$ cat config.mk
export PLATFORM = sky130hd
export DESIGN_NAME = temp_bcd_conv_flat
export DESIGN_NICKNAME = d
export VERILOG_FILES = /design/src/rtl/temp_pkg.sv /design/src/rtl/temp_bcd_conv_if.sv /design/src/rtl/bcd_dabble.sv /design/src/rtl/temp_bcd_conv.sv /design/src/flat_wrapper.sv
export SDC_FILE = /design/constraint.sdc
export NUM_CORES = 1
export LEC_CHECK = 0
export CAP_MARGIN = 5
export CORE_MARGIN = 4
export CORE_UTILIZATION = 60
export CTS_CLUSTER_DIAMETER = 150
export DETAILED_ROUTE_END_ITERATION = 10
export PLACE_DENSITY = 0.91
export REMOVE_ABC_BUFFERS = 1
export SLEW_MARGIN = 20
export SYNTH_ARGS = -nofsm -noshare
export SYNTH_HDL_FRONTEND = slang
export SYNTH_SLANG_ARGS = --single-unit
$ cat constraint.sdc
create_clock -name clk -period 4.3 [get_ports clk]
set_clock_uncertainty 0.15 [all_clocks]
set_input_delay 1.075 -clock clk [delete_from_list [all_inputs] [get_ports clk]]
set_output_delay 1.075 -clock clk [all_outputs]
set_load 0.03 [all_outputs]
$ cat src/rtl/temp_pkg.sv
// Shared constants for the DS18B20 temperature-to-BCD path: FSM codes, limits,
// resolution codes and the fractional-digit lookup table.
package temp_pkg;

    typedef logic [1:0] state_t;

    localparam state_t StIdle  = 2'd0;
    localparam state_t StLoad  = 2'd1;
    localparam state_t StShift = 2'd2;
    localparam state_t StDone  = 2'd3;

    localparam logic [1:0] RES_9  = 2'd0;
    localparam logic [1:0] RES_10 = 2'd1;
    localparam logic [1:0] RES_11 = 2'd2;
    localparam logic [1:0] RES_12 = 2'd3;

    // Magnitudes in sensor LSBs: +125.0 and -55.0 degrees.
    localparam logic [15:0] POS_MAX = 16'h07D0;
    localparam logic [15:0] NEG_MAX = 16'h0370;

    // k * 0.0625 written as four BCD digits.
    localparam logic [15:0] FRAC_LUT [16] = '{
        16'h0000, 16'h0625, 16'h1250, 16'h1875,
        16'h2500, 16'h3125, 16'h3750, 16'h4375,
        16'h5000, 16'h5625, 16'h6250, 16'h6875,
        16'h7500, 16'h8125, 16'h8750, 16'h9375
    };

    function automatic logic [3:0] add3(input logic [3:0] n);
        return (n >= 4'd5) ? n + 4'd3 : n;
    endfunction

endpackage

$ cat src/rtl/temp_bcd_conv_if.sv
// Sensor-side handshake and display-side result bundle for temp_bcd_conv.
interface temp_bcd_conv_if;

    logic [15:0] raw_in;
    logic [1:0]  res_in;
    logic        raw_vld;
    logic        in_rdy;
    logic        out_vld;
    logic        sign;
    logic [3:0]  bcd_hun;
    logic [3:0]  bcd_ten;
    logic [3:0]  bcd_one;
    logic [15:0] bcd_frac;
    logic        err;

    modport master (
        output raw_in, res_in, raw_vld,
        input  in_rdy, out_vld, sign, bcd_hun, bcd_ten, bcd_one, bcd_frac, err
    );

    modport slave (
        input  raw_in, res_in, raw_vld,
        output in_rdy, out_vld, sign, bcd_hun, bcd_ten, bcd_one, bcd_frac, err
    );

endinterface

$ cat src/rtl/bcd_dabble.sv
// Sequential binary-to-BCD converter (shift-add-3), one input bit per clock, MSB first.
module bcd_dabble
    import temp_pkg::*;
#(
    parameter int unsigned INT_BITS = 7
) (
    input  logic                clk,
    input  logic                rst_n,
    input  logic                start,
    input  logic [INT_BITS-1:0] bin,
    output logic                busy,
    output logic                last,
    output logic [11:0]         bcd
);

    localparam int unsigned CNT_W = $clog2(INT_BITS + 1);

    logic [11:0]         acc_q, acc_d, adj;
    logic [INT_BITS-1:0] sh_q, sh_d;
    logic [CNT_W-1:0]    cnt_q, cnt_d;

    // Counter parks at INT_BITS when idle so busy is low out of reset.
    assign busy = (cnt_q != CNT_W'(INT_BITS));
    assign last = (cnt_q == CNT_W'(INT_BITS - 1));
    assign bcd  = acc_q;

    assign adj = {add3(acc_q[11:8]), add3(acc_q[7:4]), add3(acc_q[3:0])};

    always_comb begin
        acc_d = acc_q;
        sh_d  = sh_q;
        cnt_d = cnt_q;
        if (start) begin
            acc_d = 12'd0;
            sh_d  = bin;
            cnt_d = '0;
        end else if (busy) begin
            acc_d = (adj << 1) | {11'd0, sh_q[INT_BITS-1]};
            sh_d  = sh_q << 1;
            cnt_d = cnt_q + 1'b1;
        end
    end

    always_ff @(posedge clk or negedge rst_n) begin
        if (!rst_n) begin
            acc_q <= 12'd0;
            sh_q  <= '0;
            cnt_q <= CNT_W'(INT_BITS);
        end else begin
            acc_q <= acc_d;
            sh_q  <= sh_d;
            cnt_q <= cnt_d;
        end
    end

endmodule

$ cat src/rtl/temp_bcd_conv.sv
// DS18B20 raw reading to sign-magnitude BCD: handshake, sign/magnitude, resolution
// masking, range check and held result registers around a sequential BCD core.
module temp_bcd_conv
    import temp_pkg::*;
#(
    parameter int unsigned INT_BITS = 7
) (
    input logic            clk,
    input logic            rst_n,
    temp_bcd_conv_if.slave bus
);

    state_t      state_q, state_d;
    logic [15:0] raw_q;
    logic [1:0]  res_q;
    logic [15:0] mag_raw, mag;
    logic        sign_c, err_c;
    logic [3:0]  frac_idx_q;
    logic        sign_q, err_q;
    logic        accept;

    logic        dab_start, dab_busy, dab_last;
    logic [11:0] dab_bcd;

    logic        out_vld_q, sign_out_q, err_out_q;
    logic [3:0]  hun_q, ten_q, one_q;
    logic [15:0] frac_q;

    assign accept = (state_q == StIdle) & bus.raw_vld;

    always_comb begin
        state_d = state_q;
        case (state_q)
            StIdle:  if (bus.raw_vld) state_d = StLoad;
            StLoad:  state_d = StShift;
            StShift: if (dab_busy && dab_last) state_d = StDone;
            StDone:  state_d = StIdle;
            default: state_d = StIdle;
        endcase
    end

    always_comb begin
        mag_raw = raw_q[15] ? (16'd0 - raw_q) : raw_q;
        case (res_q)
            RES_9:   mag = {mag_raw[15:3], 3'b000};
            RES_10:  mag = {mag_raw[15:2], 2'b00};
            RES_11:  mag = {mag_raw[15:1], 1'b0};
            default: mag = mag_raw;
        endcase
        // Masking can turn a small negative into zero; that reads as +0.
        sign_c = raw_q[15] & (mag != 16'd0);
        err_c  = raw_q[15] ? (mag > NEG_MAX) : (mag > POS_MAX);
    end

    assign dab_start = (state_q == StLoad);

    bcd_dabble #(
        .INT_BITS (INT_BITS)
    ) u_dabble (
        .clk   (clk),
        .rst_n (rst_n),
        .start (dab_start),
        .bin   (mag[INT_BITS+3:4]),
        .busy  (dab_busy),
        .last  (dab_last),
        .bcd   (dab_bcd)
    );

    always_ff @(posedge clk or negedge rst_n) begin
        if (!rst_n) begin
            state_q <= StIdle;
            raw_q   <= 16'd0;
            res_q   <= 2'd0;
        end else begin
            state_q <= state_d;
            if (accept) begin
                raw_q <= bus.raw_in;
                res_q <= bus.res_in;
            end
        end
    end

    always_ff @(posedge clk or negedge rst_n) begin
        if (!rst_n) begin
            frac_idx_q <= 4'd0;
            sign_q     <= 1'b0;
            err_q      <= 1'b0;
        end else if (state_q == StLoad) begin
            frac_idx_q <= mag[3:0];
            sign_q     <= sign_c;
            err_q      <= err_c;
        end
    end

    always_ff @(posedge clk or negedge rst_n) begin
        if (!rst_n) begin
            out_vld_q  <= 1'b0;
            sign_out_q <= 1'b0;
            err_out_q  <= 1'b0;
            hun_q      <= 4'd0;
            ten_q      <= 4'd0;
            one_q      <= 4'd0;
            frac_q     <= 16'd0;
        end else begin
            out_vld_q <= (state_q == StDone);
            if (state_q == StDone) begin
                err_out_q <= err_q;
                if (err_q) begin
                    sign_out_q <= 1'b0;
                    hun_q      <= 4'd0;
                    ten_q      <= 4'd0;
                    one_q      <= 4'd0;
                    frac_q     <= 16'd0;
                end else begin
                    sign_out_q <= sign_q;
                    hun_q      <= dab_bcd[11:8];
                    ten_q      <= dab_bcd[7:4];
                    one_q      <= dab_bcd[3:0];
                    frac_q     <= FRAC_LUT[frac_idx_q];
                end
            end
        end
    end

    assign bus.in_rdy   = (state_q == StIdle);
    assign bus.out_vld  = out_vld_q;
    assign bus.sign     = sign_out_q;
    assign bus.err      = err_out_q;
    assign bus.bcd_hun  = hun_q;
    assign bus.bcd_ten  = ten_q;
    assign bus.bcd_one  = one_q;
    assign bus.bcd_frac = frac_q;

endmodule

$ cat src/flat_wrapper.sv
// flat-port wrapper written by rule: the top's interface ports become plain ports
module temp_bcd_conv_flat import temp_pkg::*;
#(
    parameter int unsigned INT_BITS = 7
)
  (clk, rst_n, bus_raw_in, bus_res_in, bus_raw_vld, bus_in_rdy, bus_out_vld, bus_sign, bus_bcd_hun, bus_bcd_ten, bus_bcd_one, bus_bcd_frac, bus_err);
  temp_bcd_conv_if bus_i ();
  input logic clk;
  input logic rst_n;
  input wire logic [$bits(bus_i.raw_in)-1:0] bus_raw_in;
  input wire logic [$bits(bus_i.res_in)-1:0] bus_res_in;
  input wire logic [$bits(bus_i.raw_vld)-1:0] bus_raw_vld;
  output wire logic [$bits(bus_i.in_rdy)-1:0] bus_in_rdy;
  output wire logic [$bits(bus_i.out_vld)-1:0] bus_out_vld;
  output wire logic [$bits(bus_i.sign)-1:0] bus_sign;
  output wire logic [$bits(bus_i.bcd_hun)-1:0] bus_bcd_hun;
  output wire logic [$bits(bus_i.bcd_ten)-1:0] bus_bcd_ten;
  output wire logic [$bits(bus_i.bcd_one)-1:0] bus_bcd_one;
  output wire logic [$bits(bus_i.bcd_frac)-1:0] bus_bcd_frac;
  output wire logic [$bits(bus_i.err)-1:0] bus_err;
  assign bus_i.raw_in = bus_raw_in;
  assign bus_i.res_in = bus_res_in;
  assign bus_i.raw_vld = bus_raw_vld;
  assign bus_in_rdy = bus_i.in_rdy;
  assign bus_out_vld = bus_i.out_vld;
  assign bus_sign = bus_i.sign;
  assign bus_bcd_hun = bus_i.bcd_hun;
  assign bus_bcd_ten = bus_i.bcd_ten;
  assign bus_bcd_one = bus_i.bcd_one;
  assign bus_bcd_frac = bus_i.bcd_frac;
  assign bus_err = bus_i.err;
  temp_bcd_conv #(.INT_BITS(INT_BITS)) u_core (.clk(clk), .rst_n(rst_n), .bus(bus_i));
endmodule
# Yosys cells after proc, flatten, opt, wreduce, memory -nomap -nowiden
# Memory sizes are Yosys's and may differ from the RTL's.
# Index checks and enable logic that the tools add are counted.
[op_classes] add_sub_neg=5 n_lt_le_gt_ge=6 n_mux=22 reduce_logical=6 n_eq_ne=9 bitwise=4
[op_table] op="16-bit 2-to-1 mux" count=4
[op_table] op="12-bit 2-to-1 mux" count=2
[op_table] op="4-bit 2-to-1 mux" count=5
[op_table] op="16-bit by 10-bit greater-than comparator with 1-bit output (second input constant)" count=1
[op_table] op="16-bit by 11-bit greater-than comparator with 1-bit output (second input constant)" count=1
[op_table] op="16-bit nonzero test" count=1
[op_table] op="1-bit by 16-bit subtractor with 16-bit output (first input constant)" count=1
[op_table] op="7-bit 2-to-1 mux" count=2
[op_table] op="4-bit by 3-bit greater-or-equal comparator with 1-bit output (second input constant)" count=3
[op_table] op="12-bit by 1-bit bitwise OR with 12-bit output" count=1
[op_table] op="3-bit 2-to-1 mux" count=3
[op_table] op="3-bit case mux with 3 select lines" count=1
[op_table] op="4-bit by 2-bit adder with 4-bit output (second input constant)" count=2
[op_table] op="2-bit case mux with 4 select lines" count=1
[op_table] op="2-bit == test (second input constant)" count=3
[op_table] op="5-bit greater-or-equal comparator (second input constant)" count=1
[op_table] op="4-bit inverter with 5-bit output" count=1
[op_table] op="2-bit by 1-bit == test with 1-bit output (second input constant)" count=2
[op_table] op="2-bit logical NOT" count=2
[op_table] op="2-bit 2-to-1 mux" count=2
[op_table] op="3-bit by 1-bit adder with 3-bit output (second input constant)" count=1
[op_table] op="3-bit by 2-bit adder with 3-bit output (second input constant)" count=1
[op_table] op="3-bit == test (second input constant)" count=1
[op_table] op="3-bit != test (second input constant)" count=1
[op_table] op="7 further kinds" count=9
[totals] inputBits=21 output_inout_bits=32 mem_bits_ro=256 mem_count=1 elab_cells=69 reg_bits=79
[memory_table] memory="(no name shown)" depth=16 word_bits=16 read_ports=1 rd_ports_with_merged_regs=0 wr=0 line="temp_bcd_conv.sv:119" text="frac_q <= FRAC_LUT[frac_idx_q];"

# Longest topological paths before layout
# Gate-level depths: netlist of run 1.
[logic_depth] ltp_word=5 mapped_depth=8 ltp_nobuf=7

# Modules after synthesis
# Synthesis of run 1 repeated with hierarchy kept, for this count alone.
[unflattened] cells_unflattened=413 area_unflattened_um2=4046.4
[modules_own_cells] module="temp_bcd_conv" seq_area_each_um2=1276.2 area_per_inst_um2=2824.0 cells_per_inst=287 instances=1
[modules_own_cells] module="bcd_dabble" seq_area_each_um2=554.3 area_per_inst_um2=1222.4 cells_per_inst=126 instances=1

# Worst setup path after synthesis of run 1
# No wires, ideal clock.
[synth_timing] kind="register to register" from="reg u_core.raw_q[0]" to="reg u_core.err_q" path_stages_with_launch=9 period_less_slack_ns=2.361 arrival_ns=2.077 setup_ns=0.134 n_path_buf=1 setup_slack_ns=1.939 required_ns=4.016 path_cell_list="dfrtp_1 inv_1 ha_1 or3b_4 buf_6 nor4_1 mux2_2 nor4_2 o32ai_1"
[synth_between] elab_chain_len=5 word_cells_on_any_way=6 classes_between="1 x add/sub; 2 x order compare; 3 x mux"
[synth_lines] element="start, declared" line="temp_bcd_conv.sv:14" text="logic [15:0] raw_q;"
[synth_lines] element="start signal, assigned" line="temp_bcd_conv.sv:77" text="raw_q <= bus.raw_in;"
[synth_lines] element="1-bit by 16-bit subtractor with 16-bit output" line="temp_bcd_conv.sv:43" text="mag_raw = raw_q[15] ? (16'd0 - raw_q) : raw_q;"
[synth_lines] element="16-bit 2-to-1 mux (*)" line="temp_bcd_conv.sv:43"
[synth_lines] element="3-bit case mux with 3 select lines" line="temp_bcd_conv.sv:44" text="case (res_q)"
[synth_lines] element="16-bit by 11-bit greater-than comparator with 1-bit output / 16-bit by 10-bit greater-than comparator with 1-bit output (equally long branches)" line="temp_bcd_conv.sv:52" text="err_c = raw_q[15] ? (mag > NEG_MAX) : (mag > POS_MAX);"
[synth_lines] element="1-bit 2-to-1 mux (*)" line="temp_bcd_conv.sv:52"
[synth_lines] element="end signal, assigned" line="temp_bcd_conv.sv:91" text="err_q <= err_c;"
[synth_lines] element="end, declared" line="temp_bcd_conv.sv:19" text="logic sign_q, err_q;"
# Mark *: on every way between the ends. The rest lies on a longest branch, timed or not.
# A chain may end at the register's enable or synchronous reset.

# Final worst setup path of run 1
[layout_timing] from="reg u_core.state_q[0]" to="out bus_in_rdy"
[layout_between] elab_chain_len=1
[layout_lines] element="start, declared" line="temp_bcd_conv.sv:13" text="state_t state_q, state_d;"
[layout_lines] element="start signal, assigned" line="temp_bcd_conv.sv:71" text="state_q <= StIdle;"
[layout_lines] element="start signal, assigned" line="temp_bcd_conv.sv:75" text="state_q <= state_d;"
[layout_lines] element="2-bit logical NOT" line="temp_bcd_conv.sv:125" text="assign bus.in_rdy = (state_q == StIdle);"
[layout_lines] element="end, declared" line="flat_wrapper.sv:13" text="output wire logic [$bits(bus_i.in_rdy)-1:0] bus_in_rdy;"
# Every way passes these cells.

==> results.yml, run 1 <==
worst_setup_path:
  cpMaxStageDelayCell: "clkdlybuf4s50_1"
  cpPeakStageDelay_ps: 690
  worstPathArrival_ps: 1770
  worstSetupPathType: "reg -> out"
  path_cells: "inv_1 -> ha_1 -> clkdlybuf4s50_1"
  end_kind: "primary output"
  worstReg2RegStart: "u_core.raw_q[5]$_DFFE_PN0P_"
  critPathLaunch: "u_core.state_q[0]$_DFFE_PN0P_"
  crit_fanout: 4
  cp-start-kind: "register"
  crit_required_ps: 3070
drt:
  route.detailed.drc: 0
  dr.pass1.iters: 5
  drtAntennaViolNets: 0
  drt_iter0_drc: 162
  vias: 2915
  detail_route.wirelength_mm: 7.35
  routedWlPerCell_um: 14.3
  via_per_inst: 5.68
place:
  port_buffers: 49
  place_area_sq_mm: 0.00446
  place_ws_ps: 1560
  gp_congestion: 0.813
  dp_hpwl_mm: 5.10
finish:
  n_fill_cell: 447
  syn_to_final_growth_pct: 17.4
  finalNetCount: 470
  drive_gt1_frac: 0.119
  diodes: 0
  fin_util: 0.733
  postLayoutCellArea_sq_mm: 0.00471
sta:
  relSlewSlack: 0.407
  clock.fmax_mhz: 333
  period_needed_ps: 3000
  timing.setup.tns_ps: 0
  hold-worst-slack_ps: 361
  post-route-period-util: 0.698
  setup_violations: 0
  hold_viol_final: 0
  rsz0062_at_grt: "no"
  tightest_slew_ps: 890
  setup_ws_ps: 1300
  maxSlewViolCount: 0
grt:
  grt_max_degree: 74
  track_usage: 0.193
  grt_pass1_vias: 2878
  grt_overflow: 0
  grt_first_pass_wirelength_mm: 12.8
  antenna_found_initial: 0
yosys:
  syn_inst: 394
  avgSynthCellArea_sq_um: 10.2
  synth_cell_types: 50
  yosysWarnings: 0
  async_flop_share: 1.00
  yosysTopAreaCell: "dfrtp_1"
  netlist.area_leader.share: 0.437
  ys_ff_latch: 73
  synthTopCellsByArea: "dfrtp_1 (44%), mux2_2 (6.5%), ha_1 (5.6%)"
  ys.flop_type: "dfrtp_1"
  synth_edf_count: 0
  ys_seq_area_frac: 0.457
  syn_area_sq_mm: 0.00401
floorplanning:
  die_width_um: 89.7
  die-area_sq_mm: 0.00805
  core_area_sq_mm: 0.00642
  io_pins: 53
  rows: 29
  fp.dieH_um: 89.7
  start_util: 0.624
clock_tree:
  clkSinkCount: 73
  cts_inserted_buffers: 9
  clkTransAtPathRegs_ps: 70
  h-tree-depth: 3
  clockBufferDepth: 2
  cts_setup_buffers: 0
  postCtsHoldBufs: 0
  clock_latency_ps: 350
  cts-root-buf: "clkbuf_8"
  cts_resized: 0
  cts_tree: "built"
min_path:
  min_path_type: "reg -> reg"
  hold_start: "u_core.bus.err$_DFFE_PN0P_"
power_and_ir_drop:
  ir_drop_mv: 0.412
  leakage_nw: 1.98
  powerDensity_mw_per_mm2: 712
job:
  maxCapViolCount: 0
run_status:
  outcome: "completed"
[path summary, 6_finish.rpt]
| kind | end | slack, ps | depth (start not counted) |
|---|---|---|---|
| setup / recovery | bus_in_rdy | 1300 | 3 |
| hold / removal | u_core.bus.err$_DFFE_PN0P_ | 360 | 1 |
| setup reg to reg | u_core.sign_q$_DFFE_PN0P_ | 1680 | 5 |
| hold reg to reg | u_core.bus.err$_DFFE_PN0P_ | 360 | 1 |
| max in group asynchronous | u_core.bus.bcd_frac[13]$_DFFE_PN0P_ | 2640 | 2 |
| min in group asynchronous | u_core.bus.bcd_one[1]$_DFFE_PN0P_ | 790 | 2 |
[layout make-up]
type | instances | area (sq um) | area share
clock buffer | 11 | 141 | 0.0300
clock inverter | 5 | 103 | 0.0218
inverter | 39 | 146 | 0.0311
multi-input combinational | 255 | 1870 | 0.398
sequential | 73 | 1830 | 0.389
tap | 77 | 96.3 | 0.0205
timing repair buffer | 53 | 515 | 0.110
[metal layers]
layer | up-vias | wire length, um | global-route usage
met2 | 81 | 3640 | 0.329
met3 | 9 | 389 | 0.0326
met4 | 0 | 124 | 0.0971
met1 | 1390 | 3200 | 0.237
met5 | - | 0 | 0
li1 | 1435 | - | -
[placed cells by master, fill, tap and decap left out, drive strengths merged, types with 2 or more instances in the layout]
cell           netlist  layout
a211oi               5       5
a21oi               17      17
a31oi                2       2
and2                 2       2
and3                 2       2
buf                 12       5
bufinv               0       3
clkbuf              17      11
clkdlybuf4s50        0      48
conb                 1       3
dfrtp               70      70
dfstp                3       3
ha                  18      18
inv                 39      39
mux2                23      23
mux2i               17      17
nand2               13      13
nand2b               5       5
nand3b              20      20
nor2                23      23
nor2b               10      10
nor3                 5       5
nor3b                3       3
nor4                 4       4
o21ai               31      31
o22ai                6       6
o311a                3       3
o31ai                3       3
o32ai                4       4
o41ai                2       2
or3                  4       4
or3b                 2       2
or4                  2       2
xnor2                7       7
xor2                 9       9
[kinds of logic (layout without fill, tap and decap cells)]
group	Yosys count	count (layout)	share of synthesized area
xor+xnor	16	16	0.0350
flops	73	73	0.457
compound gates	81	81	0.126
mux	40	40	0.107
other cells	1	3	0.000936
simple gates	97	97	0.141
buf+inv	68	108	0.0777
fa+ha+maj	18	18	0.0562
[synthesized netlist by cell type, types with 2 or more instances]
| cell | n |
|---|---|
| or3_1 | 3 |
| mux2_2 | 23 |
| o21ai_0 | 31 |
| o41ai_1 | 2 |
| mux2i_1 | 17 |
| or4_1 | 2 |
| buf_6 | 4 |
| dfstp_2 | 3 |
| o31ai_1 | 3 |
| clkbuf_1 | 17 |
| o311a_1 | 2 |
| ha_1 | 18 |
| dfrtp_1 | 70 |
| xor2_1 | 9 |
| nor2b_1 | 10 |
| inv_1 | 39 |
| nor3b_1 | 3 |
| o32ai_1 | 4 |
| nand3b_1 | 20 |
| a31oi_1 | 2 |
| a211oi_1 | 5 |
| nand2b_1 | 5 |
| buf_4 | 7 |
| xnor2_1 | 7 |
| nor3_1 | 5 |
| and2_1 | 2 |
| nor2_1 | 23 |
| nand2_1 | 13 |
| o22ai_1 | 6 |
| nor4_1 | 3 |
| a21oi_1 | 17 |
[critical path, delay by kind of cell, from the launching register on]
family,cells,cell delay (ps)
adder cells (fa/ha/maj),1,220
flip-flops,1,420
buffers and inverters,2,790
[stage by stage]
stage,power (W),std cells
6_report,0.00335,513
5_1_grt,0.00360,513
4_1_cts,0.00337,513
3_5_place_dp,0.00271,497
3_3_place_gp,0.00261,497
2_1_floorplan,0.00228,367
[flip-flops by register name (all words and copies together) (netlist names), 2 cells and up]
register and cells:
u_core.u_dabble.sh_q 7, u_core.bus.bcd_frac 10, u_core.res_q 2, u_core.bus.bcd_ten 4, u_core.frac_idx_q 4, u_core.u_dabble.cnt_q 3
u_core.bus.bcd_one 4, u_core.bus.bcd_hun 4, u_core.raw_q 16, u_core.state_q 2, u_core.u_dabble.bcd 12
[report_power, final]
group	internal, W	switching [W]
registers	0.000948	0.000314
clock network	0.000400	0.000249
logic	0.000680	0.000759
total	0.00203	0.00132
No activity file was read; power rests on OpenSTA's default activity.
==> run 2: changes to the inputs <==
--- a/config.mk
+++ b/config.mk
@@ -7,10 +7,10 @@
 export LEC_CHECK = 0
 export CAP_MARGIN = 5
 export CORE_MARGIN = 4
-export CORE_UTILIZATION = 60
+export CORE_UTILIZATION = 50
 export CTS_CLUSTER_DIAMETER = 150
 export DETAILED_ROUTE_END_ITERATION = 10
-export PLACE_DENSITY = 0.91
+export PLACE_DENSITY = 0.81
 export REMOVE_ABC_BUFFERS = 1
 export SLEW_MARGIN = 20
 export SYNTH_ARGS = -nofsm -noshare
==> constraint.sdc (replaced) <==
create_clock -name clk -period 2.65 [get_ports clk]
set_clock_uncertainty 0.15 [all_clocks]
set_input_delay 0.6625 -clock clk [delete_from_list [all_inputs] [get_ports clk]]
set_output_delay 0.6625 -clock clk [all_outputs]
set_load 0.03 [all_outputs]
==> results.yml, run 2 (same netlist as run 1, synthesis figures left out) <==
floorplanning:
  die_width_um: 97.5
  core_area_sq_mm: 0.00777
  start_util: 0.516
  die-area_sq_mm: 0.00951
  io_pins: 53
  fp.dieH_um: 97.5
  rows: 32
grt:
  track_usage: 0.158
  grt_pass1_vias: 2763
  grt_max_degree: 50
  grt_first_pass_wirelength_mm: 12.4
  antenna_found_initial: 0
  grt_overflow: 0
drt:
  dr.pass1.iters: 4
  detail_route.wirelength_mm: 7.15
  via_per_inst: 5.33
  vias: 2891
  routedWlPerCell_um: 13.2
  drt_iter0_drc: 92
  route.detailed.drc: 0
  drtAntennaViolNets: 0
job:
  maxCapViolCount: 0
power_and_ir_drop:
  totalPowerFinal_w: 0.00532
  powerDensity_mw_per_mm2: 1120
  p_seq_frac: 0.377
  switching_power_w: 0.00213
  swShare: 0.401
  leakage_nw: 2.01
  ir_drop_mv: 0.583
  p_comb_frac: 0.449
  p_int_w: 0.00319
  clkPwrFrac: 0.174
clock_tree:
  cts_inserted_buffers: 9
  clkTransAtPathRegs_ps: 80
  cts_setup_buffers: 0
  clkSinkCount: 73
  h-tree-depth: 3
  cts_tree: "built"
  clock_latency_ps: 350
  clockBufferDepth: 2
  cts-root-buf: "clkbuf_8"
sta:
  hold-worst-slack_ps: 149
  relSlewSlack: 0.622
  period_needed_ps: 2460
  timing.setup.tns_ps: 0
  post-route-period-util: 0.929
  clock.fmax_mhz: 406
  tightest_slew_ps: 567
  hold_viol_final: 0
  rsz0062_at_grt: "no"
  setup_violations: 0
  maxSlewViolCount: 0
finish:
  drive_gt1_frac: 0.130
  n_fill_cell: 661
  syn_to_final_growth_pct: 18.6
  largest_register: "u_core.raw_q"
  largest_reg_flops: 16
  final_common_cell: "dfrtp_1"
  diodes: 0
  finalNetCount: 474
  postLayoutCellArea_sq_mm: 0.00475
  final_cell_mix: "dfrtp_1 (70), clkdlybuf4s50_1 (47), inv_1 (39)"
worst_setup_path:
  path_cells: "or4_1 -> o31ai_1 -> xor2_1 -> or3_1 -> o32ai_1"
  crit_required_ps: 2740
  worstSetupPathType: "reg -> reg"
  critPathBufInv: 0
  end_kind: "register"
  worstPathArrival_ps: 2550
  cp_top_family: "simple AND/OR/NAND/NOR gates"
  cp-start-kind: "register"
  cpMaxStageDelayCell: "or4_1"
  rrSetupSlack_ps: 190
  cpPeakStageDelay_ps: 670
  crit_fanout: 10
min_path:
  min_path_type: "in -> async"
place:
  dp_hpwl_mm: 4.98
  place_area_sq_mm: 0.00454
  gp_congestion: 0.795
  port_buffers: 49
run_status:
  outcome: "completed"
[run 2: layout make-up]
type	count	area, sq um	area share
Multi-Input combinational cell	255	1880	0.395
Sequential cell	73	1830	0.385
Timing Repair Buffer	57	561	0.118
Inverter	39	146	0.0308
Clock buffer	10	128	0.0268
Tap cell	102	128	0.0268
Clock inverter	6	82.6	0.0174
[run 2: power by group through the flow]
stage / sequential, W / clock (W) / combinational (W)
2_1_floorplan: 0.00206 / 0 / 0.00164
3_3_place_gp: 0.00199 / 0 / 0.00231
3_5_place_dp: 0.00202 / 0 / 0.00238
4_1_cts: 0.00200 / 0.000958 / 0.00240
5_1_grt: 0.00209 / 0.000991 / 0.00269
6_report: 0.00201 / 0.000927 / 0.00239
[run 2: final timing paths]
| kind | from | cells past startpoint | to |
|---|---|---|---|
| min in group clk | u_core.bus.err$_DFFE_PN0P_ | 1 | u_core.bus.err$_DFFE_PN0P_ |
| min | rst_n | 1 | u_core.bus.bcd_one[3]$_DFFE_PN0P_ |
| max reg2reg | u_core.raw_q[6]$_DFFE_PN0P_ | 5 | u_core.err_q$_DFFE_PN0P_ |
| min reg2reg | u_core.bus.err$_DFFE_PN0P_ | 1 | u_core.bus.err$_DFFE_PN0P_ |
| max | u_core.raw_q[6]$_DFFE_PN0P_ | 5 | u_core.err_q$_DFFE_PN0P_ |
| max in group asynchronous | rst_n | 2 | u_core.u_dabble.cnt_q[1]$_DFFE_PN1P_ |
[run 2: what timing repair did]
action	4_1_cts	5_1_grt
setup endpoints to repair	0	2
hold buffers	0	0
resized for setup	0	2
hold endpoints to repair	0	0
[run 2: through the flow]
| stage | std cells | worst slack [ps] | utilization |
|---|---|---|---|
| after floorplan | 367 | 321 | - |
| after global placement | 526 | 284 | 0.584 |
| after detailed placement | 526 | 202 | 0.584 |
| after CTS | 542 | 60.6 | 0.611 |
| after global routing | 542 | 10.3 | 0.612 |
| final | 542 | 188 | 0.612 |
[run 2: layer usage]
metal	GRT usage	wire length, um	vias up
li1	-	-	1436
met1	0.196	3200	1375
met2	0.267	3460	71
met3	0.0452	435	9
met4	0.0511	59	0
met5	0	0	-
[run 2: worst register-to-register path: cells and delay by family, from the launching register on]
family	cells	cell delay, ps
compound gates	2	580
simple gates	2	1030
xor+xnor	1	140
flops	1	450
